--- config.mk ---
export PLATFORM = sky130hd
export DESIGN_NAME = bus_arbiter_flat
export DESIGN_NICKNAME = d
export VERILOG_FILES = /design/src/rtl/bus_arbiter_if.sv /design/src/rtl/bus_arbiter.sv /design/src/flat_wrapper.sv
export SDC_FILE = /design/constraint.sdc
export NUM_CORES = 1
export LEC_CHECK = 0
export CORE_AREA = 3 3 40 42
export DETAILED_ROUTE_END_ITERATION = 10
export DIE_AREA = 0 0 43 45
export PLACE_DENSITY = 0.68
export SETUP_SLACK_MARGIN = 0.15
export SYNTH_ARGS = -nofsm -noshare
export SYNTH_HDL_FRONTEND = slang
export SYNTH_SLANG_ARGS = --single-unit
--- constraint.sdc ---
create_clock -name clk -period 5.66 [get_ports clk]
set_input_delay 0.849 -clock clk [delete_from_list [all_inputs] [get_ports clk]]
set_output_delay 0.849 -clock clk [all_outputs]
set_load 0.05 [all_outputs]
--- src/rtl/bus_arbiter_if.sv ---
// Request/grant bundle between four bus masters and the arbiter.
// Requests and grants are active low; mSel carries the owner index to the master mux.
interface bus_arbiter_if;
  logic       m0Req_;
  logic       m1Req_;
  logic       m2Req_;
  logic       m3Req_;
  logic       m0Grnt_;
  logic       m1Grnt_;
  logic       m2Grnt_;
  logic       m3Grnt_;
  logic [1:0] mSel;

  modport master (
    output m0Req_, m1Req_, m2Req_, m3Req_,
    input  m0Grnt_, m1Grnt_, m2Grnt_, m3Grnt_, mSel
  );

  modport slave (
    input  m0Req_, m1Req_, m2Req_, m3Req_,
    output m0Grnt_, m1Grnt_, m2Grnt_, m3Grnt_, mSel
  );
endinterface

--- src/rtl/bus_arbiter.sv ---
// Four-master round-robin bus arbiter with bus parking and an optional hold limit.
// Grant follows the request edge by one cycle; exactly one grant is low at all times.
module bus_arbiter #(
  parameter int MAX_HOLD = 16,
  parameter int CNT_W    = 5
) (
  input  logic         clk,
  input  logic         reset,
  bus_arbiter_if.slave bus
);

  localparam logic [CNT_W-1:0] HOLD_LIM = CNT_W'(MAX_HOLD);

  logic [1:0]       owner_q, owner_d;
  logic [CNT_W-1:0] hold_cnt_q, hold_cnt_d;
  logic [3:0]       req;
  logic             own_req;
  logic             others_req;
  logic             keep;
  logic             found;
  logic [1:0]       cand;

  always_comb begin
    req = ~{bus.m3Req_, bus.m2Req_, bus.m1Req_, bus.m0Req_};
  end

  always_ff @(posedge clk) begin
    if (reset) begin
      owner_q    <= 2'd0;
      hold_cnt_q <= '0;
    end else begin
      owner_q    <= owner_d;
      hold_cnt_q <= hold_cnt_d;
    end
  end

  always_comb begin
    own_req    = req[owner_q];
    others_req = |(req & ~(4'b0001 << owner_q));
    keep       = own_req && ((MAX_HOLD == 0) || (hold_cnt_q < HOLD_LIM) || !others_req);
    owner_d    = owner_q;
    hold_cnt_d = '0;
    found      = 1'b0;
    cand       = 2'd0;
    if (keep) begin
      // With MAX_HOLD==0 the counter simply sits at zero.
      hold_cnt_d = (hold_cnt_q >= HOLD_LIM) ? HOLD_LIM : hold_cnt_q + 1'b1;
    end else begin
      for (int i = 1; i < 4; i++) begin
        cand = owner_q + 2'(i);
        if (!found && req[cand]) begin
          owner_d = cand;
          found   = 1'b1;
        end
      end
    end
  end

  always_comb begin
    bus.m0Grnt_ = (owner_q != 2'd0);
    bus.m1Grnt_ = (owner_q != 2'd1);
    bus.m2Grnt_ = (owner_q != 2'd2);
    bus.m3Grnt_ = (owner_q != 2'd3);
    bus.mSel    = owner_q;
  end

endmodule

--- src/flat_wrapper.sv ---
// flat-port wrapper written by rule: the top's interface ports become plain ports
module bus_arbiter_flat 
#(
  parameter int MAX_HOLD = 16,
  parameter int CNT_W    = 5
)
  (clk, reset, bus_m0Req_, bus_m1Req_, bus_m2Req_, bus_m3Req_, bus_m0Grnt_, bus_m1Grnt_, bus_m2Grnt_, bus_m3Grnt_, bus_mSel);
  bus_arbiter_if bus_i ();
  input  logic clk;
  input  logic reset;
  input wire logic [$bits(bus_i.m0Req_)-1:0] bus_m0Req_;
  input wire logic [$bits(bus_i.m1Req_)-1:0] bus_m1Req_;
  input wire logic [$bits(bus_i.m2Req_)-1:0] bus_m2Req_;
  input wire logic [$bits(bus_i.m3Req_)-1:0] bus_m3Req_;
  output wire logic [$bits(bus_i.m0Grnt_)-1:0] bus_m0Grnt_;
  output wire logic [$bits(bus_i.m1Grnt_)-1:0] bus_m1Grnt_;
  output wire logic [$bits(bus_i.m2Grnt_)-1:0] bus_m2Grnt_;
  output wire logic [$bits(bus_i.m3Grnt_)-1:0] bus_m3Grnt_;
  output wire logic [$bits(bus_i.mSel)-1:0] bus_mSel;
  assign bus_i.m0Req_ = bus_m0Req_;
  assign bus_i.m1Req_ = bus_m1Req_;
  assign bus_i.m2Req_ = bus_m2Req_;
  assign bus_i.m3Req_ = bus_m3Req_;
  assign bus_m0Grnt_ = bus_i.m0Grnt_;
  assign bus_m1Grnt_ = bus_i.m1Grnt_;
  assign bus_m2Grnt_ = bus_i.m2Grnt_;
  assign bus_m3Grnt_ = bus_i.m3Grnt_;
  assign bus_mSel = bus_i.mSel;
  bus_arbiter #(.MAX_HOLD(MAX_HOLD), .CNT_W(CNT_W)) u_core (.clk(clk), .reset(reset), .bus(bus_i));
endmodule
==> results.txt <==
Max-cap violations: 0
DR vias/cell: 5.27
First-pass GRT wire length: 1.92 mm
Max Used Layer: met4
Synth warn: 0
Final Skew: 0.00250 ns
WP data arrival: 2.12 ns
Synthesized net count: 73
DRT Pass-1 Iters: 4
Wirelength per Cell: 13.0 um
Worst ir drop on vdd: 0.000230 V
DRC viols: 0
Final nets: 88
R2R setup slack: 2.93 ns
Mean post-synth cell area: 9.41 um^2
Clk_lat worst skew: 0.25 ns
Area growth syn-to-layout: 25.1%
CTS H-tree depth: 1
Starting Density: 44.7%
Final Hold Fails: 0
Worst Hold Slack: 0.489 ns
Status: completed
Hold Path Class: reg2reg
Synth area leaders: dfxtp_1 24%, ha_1 13%, mux4_2 7.8%, inv_1 5.9%, mux2_2 5.9%
Met3 wire length: 27 um
Synth area leader: dfxtp_1
Post-DRT Antenna Nets: 0
Kind of critical path: reg2out
ANT cells: 0
Cells after Synth: 61
Period utilization: 52.5%
Max Clock Freq: 337 MHz
Startpoint types: register
Num CTS Buffers: 3
Setup bufs post-CTS: 0
Met1 Wirelength: 552 um
Clk root buf: clkbuf_4
Worst-Margin Slew: 0.470 ns
Post-DP HPWL: 886 um
Final GP Congestion: 0.789
Initial DRC count: 1
Clock transition at path regs: 0.06 ns
Mapped Area: 574 um^2
Setup TNS: 0 ns
Grt total ovfl: 0
Fin area: 718 um^2
CTS tree: done
Critical R2R Capture: u_core.bus.mSel[1]$_SDFFE_PP0P_
Post-DP Area: 692 um^2
RSZ-0062 raised after global routing: no
Synth cell types: 27
Met2 wire len: 580 um
WL final: 1.17 mm
Port Buffers: 11
Via count: 474
Die X: 43 um
Hold-fix buffers, CTS: 0
Cells after DPL: 86
Post_cts resized: 0
Share of layout cells above drive strength 1: 13.3%
Crit path to: bus_m0Grnt_
Max-Slew Margin vs Limit: 67.7%
Crit path time final: 2.97 ns
Largest net degree at the start of global routing: 12
Power per cell area: 428 nW/um^2
FF-to-FF Start: u_core.bus.mSel[0]$_SDFFE_PP0P_
R2R cell count: 6
Commonest non-fill, non-tap cells in the layout: 11 x clkdlybuf4s50_1, 9 x inv_1, 7 x nor2_1, 7 x dfxtp_1, 6 x ha_1
Worst Setup SP: u_core.bus.mSel[0]$_SDFFE_PP0P_
Vias in the first global route: 478
Core Box Area: 1280 um^2
Commonest non-fill, non-tap cell in the layout: clkdlybuf4s50_1
GRT Overall Usage: 13.1%
Seq/Total Area, Yosys: 24.4%
CP endpoint kind: output pin
Register area: 140 um^2
Seq cells post-synth: 7
Std-Cell Rows: 13
Layout Cells excl Fill: 90
Die Y: 45 um
Antenna violations before repair: 0
CP required: 4.81 ns
Largest buffer count on any clock path: 2
Ports: 12
Static leakage: 0.310 nW
Area share of the largest cell type after synthesis: 24.4%
CP Max Fanout: 11
CTS Sinks: 7
Area of the multi-input gates: 389 um^2
Pins over their slew limit: 0
Endpoints failing setup: 0
Fillers: 129
Die area: 1940 um^2
## cells by family after synthesis
logic type | share of synthesized area [%]
XOR/XNOR | 3.05
flip-flops | 24.4
adder cells (fa/ha/maj) | 13.1
AND/OR/NAND/NOR | 16.6
multiplexers | 21.8
AO/OA/AOI/OAI | 13.3
buffers and inverters | 7.84
## cell usage after synthesis, drive strengths merged
library cell,n
ha,6
and4,1
o21ai,1
or4,1
a21bo,1
buf,1
nor3,1
o211a,1
mux2,3
mux4,3
nor2b,2
xnor2,1
and3,2
nor2,7
mux2i,2
nor3b,1
o2111a,1
inv,9
a211oi,2
nand3,1
nand2,2
xor2,1
a31oi,2
dfxtp,7
o22ai,2
## critical path: stages, from the launching register on
cell and delay, ns:
dfxtp_1 0.60, inv_1 0.17, ha_1 0.25, inv_1 0.06, clkdlybuf4s50_1 0.79
## state kept, by name, indices dropped and copies added, names as in the netlist
| signal | cells |
|---|---|
| u_core.bus.mSel | 2 |
| u_core.hold_cnt_q | 5 |
## report_power, final
group / total (mW) / internal, mW / switching [mW]
registers: 0.0739 / 0.0574 / 0.0165
logic: 0.188 / 0.0824 / 0.105
clock network: 0.0462 / 0.0270 / 0.0193
total: 0.308 / 0.167 / 0.141
## area by class of cell
cell class              count  area share, %
inverters                   9           4.70
repair buffers             11           15.3
multi-input cells          44           54.2
clock buffers               4           3.66
flip-flops and latches      7           19.5
well taps                  15           2.61
## per-stage QoR
stage / setup slack [ns] / utilization [%] / power [mW]
after floorplan: 2.91 / - / 0.216
after global placement: 2.82 / 53.8 / 0.260
after detailed placement: 2.78 / 53.8 / 0.262
after CTS: 2.69 / 55.9 / 0.310
after global routing: 2.57 / 55.9 / 0.330
final: 2.69 / 55.9 / 0.308
## layer usage
layer  global-route usage (%)  vias to the layer above
met1                     13.7                      219
met2                     24.9                        8
met4                     7.23                        0
met5                        0                        -
li1                         -                      245
met3                     2.39                        2
## worst min path at each step
stage | end | startpoint | cells past startpoint | slack (ns)
5_1_grt | u_core.hold_cnt_q[0]$_SDFF_PP0_ | u_core.hold_cnt_q[0]$_SDFF_PP0_ | 1 | 0.53
3_3_place_gp | u_core.hold_cnt_q[0]$_SDFF_PP0_ | u_core.hold_cnt_q[0]$_SDFF_PP0_ | 1 | 0.45
4_1_cts | u_core.hold_cnt_q[0]$_SDFF_PP0_ | u_core.hold_cnt_q[0]$_SDFF_PP0_ | 1 | 0.50
6_report | u_core.hold_cnt_q[0]$_SDFF_PP0_ | u_core.hold_cnt_q[0]$_SDFF_PP0_ | 1 | 0.49
3_5_place_dp | u_core.hold_cnt_q[0]$_SDFF_PP0_ | u_core.hold_cnt_q[0]$_SDFF_PP0_ | 1 | 0.45
2_1_floorplan | u_core.hold_cnt_q[0]$_SDFF_PP0_ | u_core.hold_cnt_q[0]$_SDFF_PP0_ | 1 | 0.43
(Power assumes the default switching activity.)
==> variant: new RTL, same settings <==
`CNT_W` is set to 5 in 2 places; all go to 10.
--- a/src/rtl/bus_arbiter.sv
+++ b/src/rtl/bus_arbiter.sv
@@ -2,7 +2,7 @@
 // Grant follows the request edge by one cycle; exactly one grant is low at all times.
 module bus_arbiter #(
   parameter int MAX_HOLD = 16,
-  parameter int CNT_W    = 5
+  parameter int CNT_W    = 10
 ) (
   input  logic         clk,
   input  logic         reset,
--- a/src/flat_wrapper.sv
+++ b/src/flat_wrapper.sv
@@ -2,7 +2,7 @@
 module bus_arbiter_flat 
 #(
   parameter int MAX_HOLD = 16,
-  parameter int CNT_W    = 5
+  parameter int CNT_W    = 10
 )
   (clk, reset, bus_m0Req_, bus_m1Req_, bus_m2Req_, bus_m3Req_, bus_m0Grnt_, bus_m1Grnt_, bus_m2Grnt_, bus_m3Grnt_, bus_mSel);
   bus_arbiter_if bus_i ();
Behaviour: same outputs for any inputs over 10 cycles, from zero or initial values and one cycle with reset high; that may be too few to reach the edited logic, so the function may still have changed.
==> variant against the original RTL <==
Routed wire length is 4.9% higher. Sequential cell count grew 5. Count of clock-buffer cells in the layout is the same. Setup slack got worse by 0.047 ns. Via count up 12%. Cell area rose by 22%. Area after synthesis rose by 23%. Total power rose by 33%. Highest routed layer unchanged.
==> variant: results (changes against the original RTL) <==
* Status: completed
* Largest register FFs at 10 (+5)
* Layout cell share with drive strength beyond 1 at 16.28% (+2.9 points)
* Critical Path AT at 2.17 ns (+0.05 ns)
* Worst setup endpoint: bus_m2Grnt_
* Synth cell types at 29 (+7.4%)
* Worst vdd ir at 285.7 uV (+24%)
* Area contributors post-synth: dfxtp_1 (34%), ha_1 (11%), mux4_2 (9.6%)
* Gr usage total at 15.46% (+2.3 points)
* Fillers at 116 (-10%)
* Largest net degree at the start of global routing at 13 (+1)
* PwrDens at 466.5 nW/um2 (+8.9%)
* Global-route wire length before repair at 2.187 mm (+14%)
* #FFs+latches synth at 12 (+5)
* Worst skew pair latency at 0.27 ns (+0.02 ns)
* CTS clk-pin slew, worst paths at 0.07 ns
* NetSw at 172.7 uW (+23%)
* Max FO, Critical Path at 12 (+1)
* Pin slew with the least headroom to its limit at 0.5349 ns (+0.06462 ns)
* Nets@finish at 99 (+13%)
* Via Count at 532 (+12%)
* Number of global-route vias before repair at 494 (+3.3%)
* Final HPWL DP at 938.4 um (+6.0%)
* Leak at 0.3610 nW (+16%)
* Clock skew at 0.001253 ns (-0.001251 ns)
* Top cells by count, synth: dfxtp_1 (12), inv_1 (10), nor2_1 (7)
* RR Endpoint: u_core.bus.mSel[0]$_SDFFE_PP0P_
* First DRT Iteration DRCs at 3 (+2)
* Proportion of synthesized chip area in sequential cells at 33.98% (+9.6 points)
variant: cell types whose count changed after synthesis, sizes merged, moves of 2 or more:
cell / before / now
a31oi: 2 / 0
inv: 9 / 11
dfxtp: 7 / 12
a211oi: 2 / 0
nor2b: 2 / 0
o21ai: 1 / 3
variant: kinds of logic (layout without fill, tap and decap cells):
family	after synthesis	in the layout	synth area share (%)
adders and majority gates	6	6	10.62
other	1	5	0.5305
muxes	8	8	19.82
and+or+nand+nor	15	15	10.98
DFF	12	12	33.98
buffers and inverters	12	26	7.434
xor gates and xnor gates	2	2	2.478
AOI/OAI and AO/OA	12	12	14.16
variant: power groups by stage:
| stage | logic (mW) | registers (mW) | clock network, mW |
|---|---|---|---|
| floorplan | 0.171 | 0.123 | 0 |
| global placement | 0.229 | 0.114 | 0 |
| detailed placement | 0.231 | 0.115 | 0 |
| CTS | 0.232 | 0.113 | 0.0690 |
| global route | 0.243 | 0.115 | 0.0739 |
| finish | 0.231 | 0.112 | 0.0653 |
variant: per-layer routing:
| metal | GRT usage, % | share of wire [%] | vias up | routed length [um] |
|---|---|---|---|---|
| met2 | 24.55 | 46 | 16 | 564 |
| met5 | 0 | 0 | - | 0 |
| met1 | 18.56 | 45 | 240 | 545 |
| met4 | 12.65 | 3.4 | 0 | 42 |
| li1 | - | - | 271 | - |
| met3 | 2.390 | 5.7 | 5 | 70 |
variant: cell type report:
| type | instances | share of cell area, % |
|---|---|---|
| tap | 15 | 2.143 |
| inverter | 11 | 4.714 |
| clock buffer | 4 | 4.143 |
| multi-input combinational | 48 | 49.00 |
| timing repair buffer | 11 | 12.57 |
| sequential | 12 | 27.43 |
variant: worst min-delay path by stage:
stage,startpoint,end,depth (start not counted)
final,u_core.hold_cnt_q[0]$_SDFF_PP0_,u_core.hold_cnt_q[0]$_SDFF_PP0_,1
after global routing,u_core.hold_cnt_q[0]$_SDFF_PP0_,u_core.hold_cnt_q[0]$_SDFF_PP0_,1
after CTS,u_core.hold_cnt_q[0]$_SDFF_PP0_,u_core.hold_cnt_q[0]$_SDFF_PP0_,1
after detailed placement,u_core.hold_cnt_q[0]$_SDFF_PP0_,u_core.hold_cnt_q[0]$_SDFF_PP0_,1
after global placement,u_core.hold_cnt_q[0]$_SDFF_PP0_,u_core.hold_cnt_q[0]$_SDFF_PP0_,1
after floorplan,u_core.hold_cnt_q[0]$_SDFF_PP0_,u_core.hold_cnt_q[0]$_SDFF_PP0_,1
variant: through the flow:
stage	power, mW	instance area, um2	setup slack [ns]	cells	hold slack, ns
finish	0.4086	875.8	2.642	101	0.4668
global route	0.4324	875.8	2.500	101	0.4946
CTS	0.4133	875.8	2.628	101	0.4764
detailed placement	0.3454	839.6	2.934	97	0.4592
global placement	0.3436	839.6	2.965	97	0.4453
floorplan	0.2938	721.9	3.337	72	0.4297
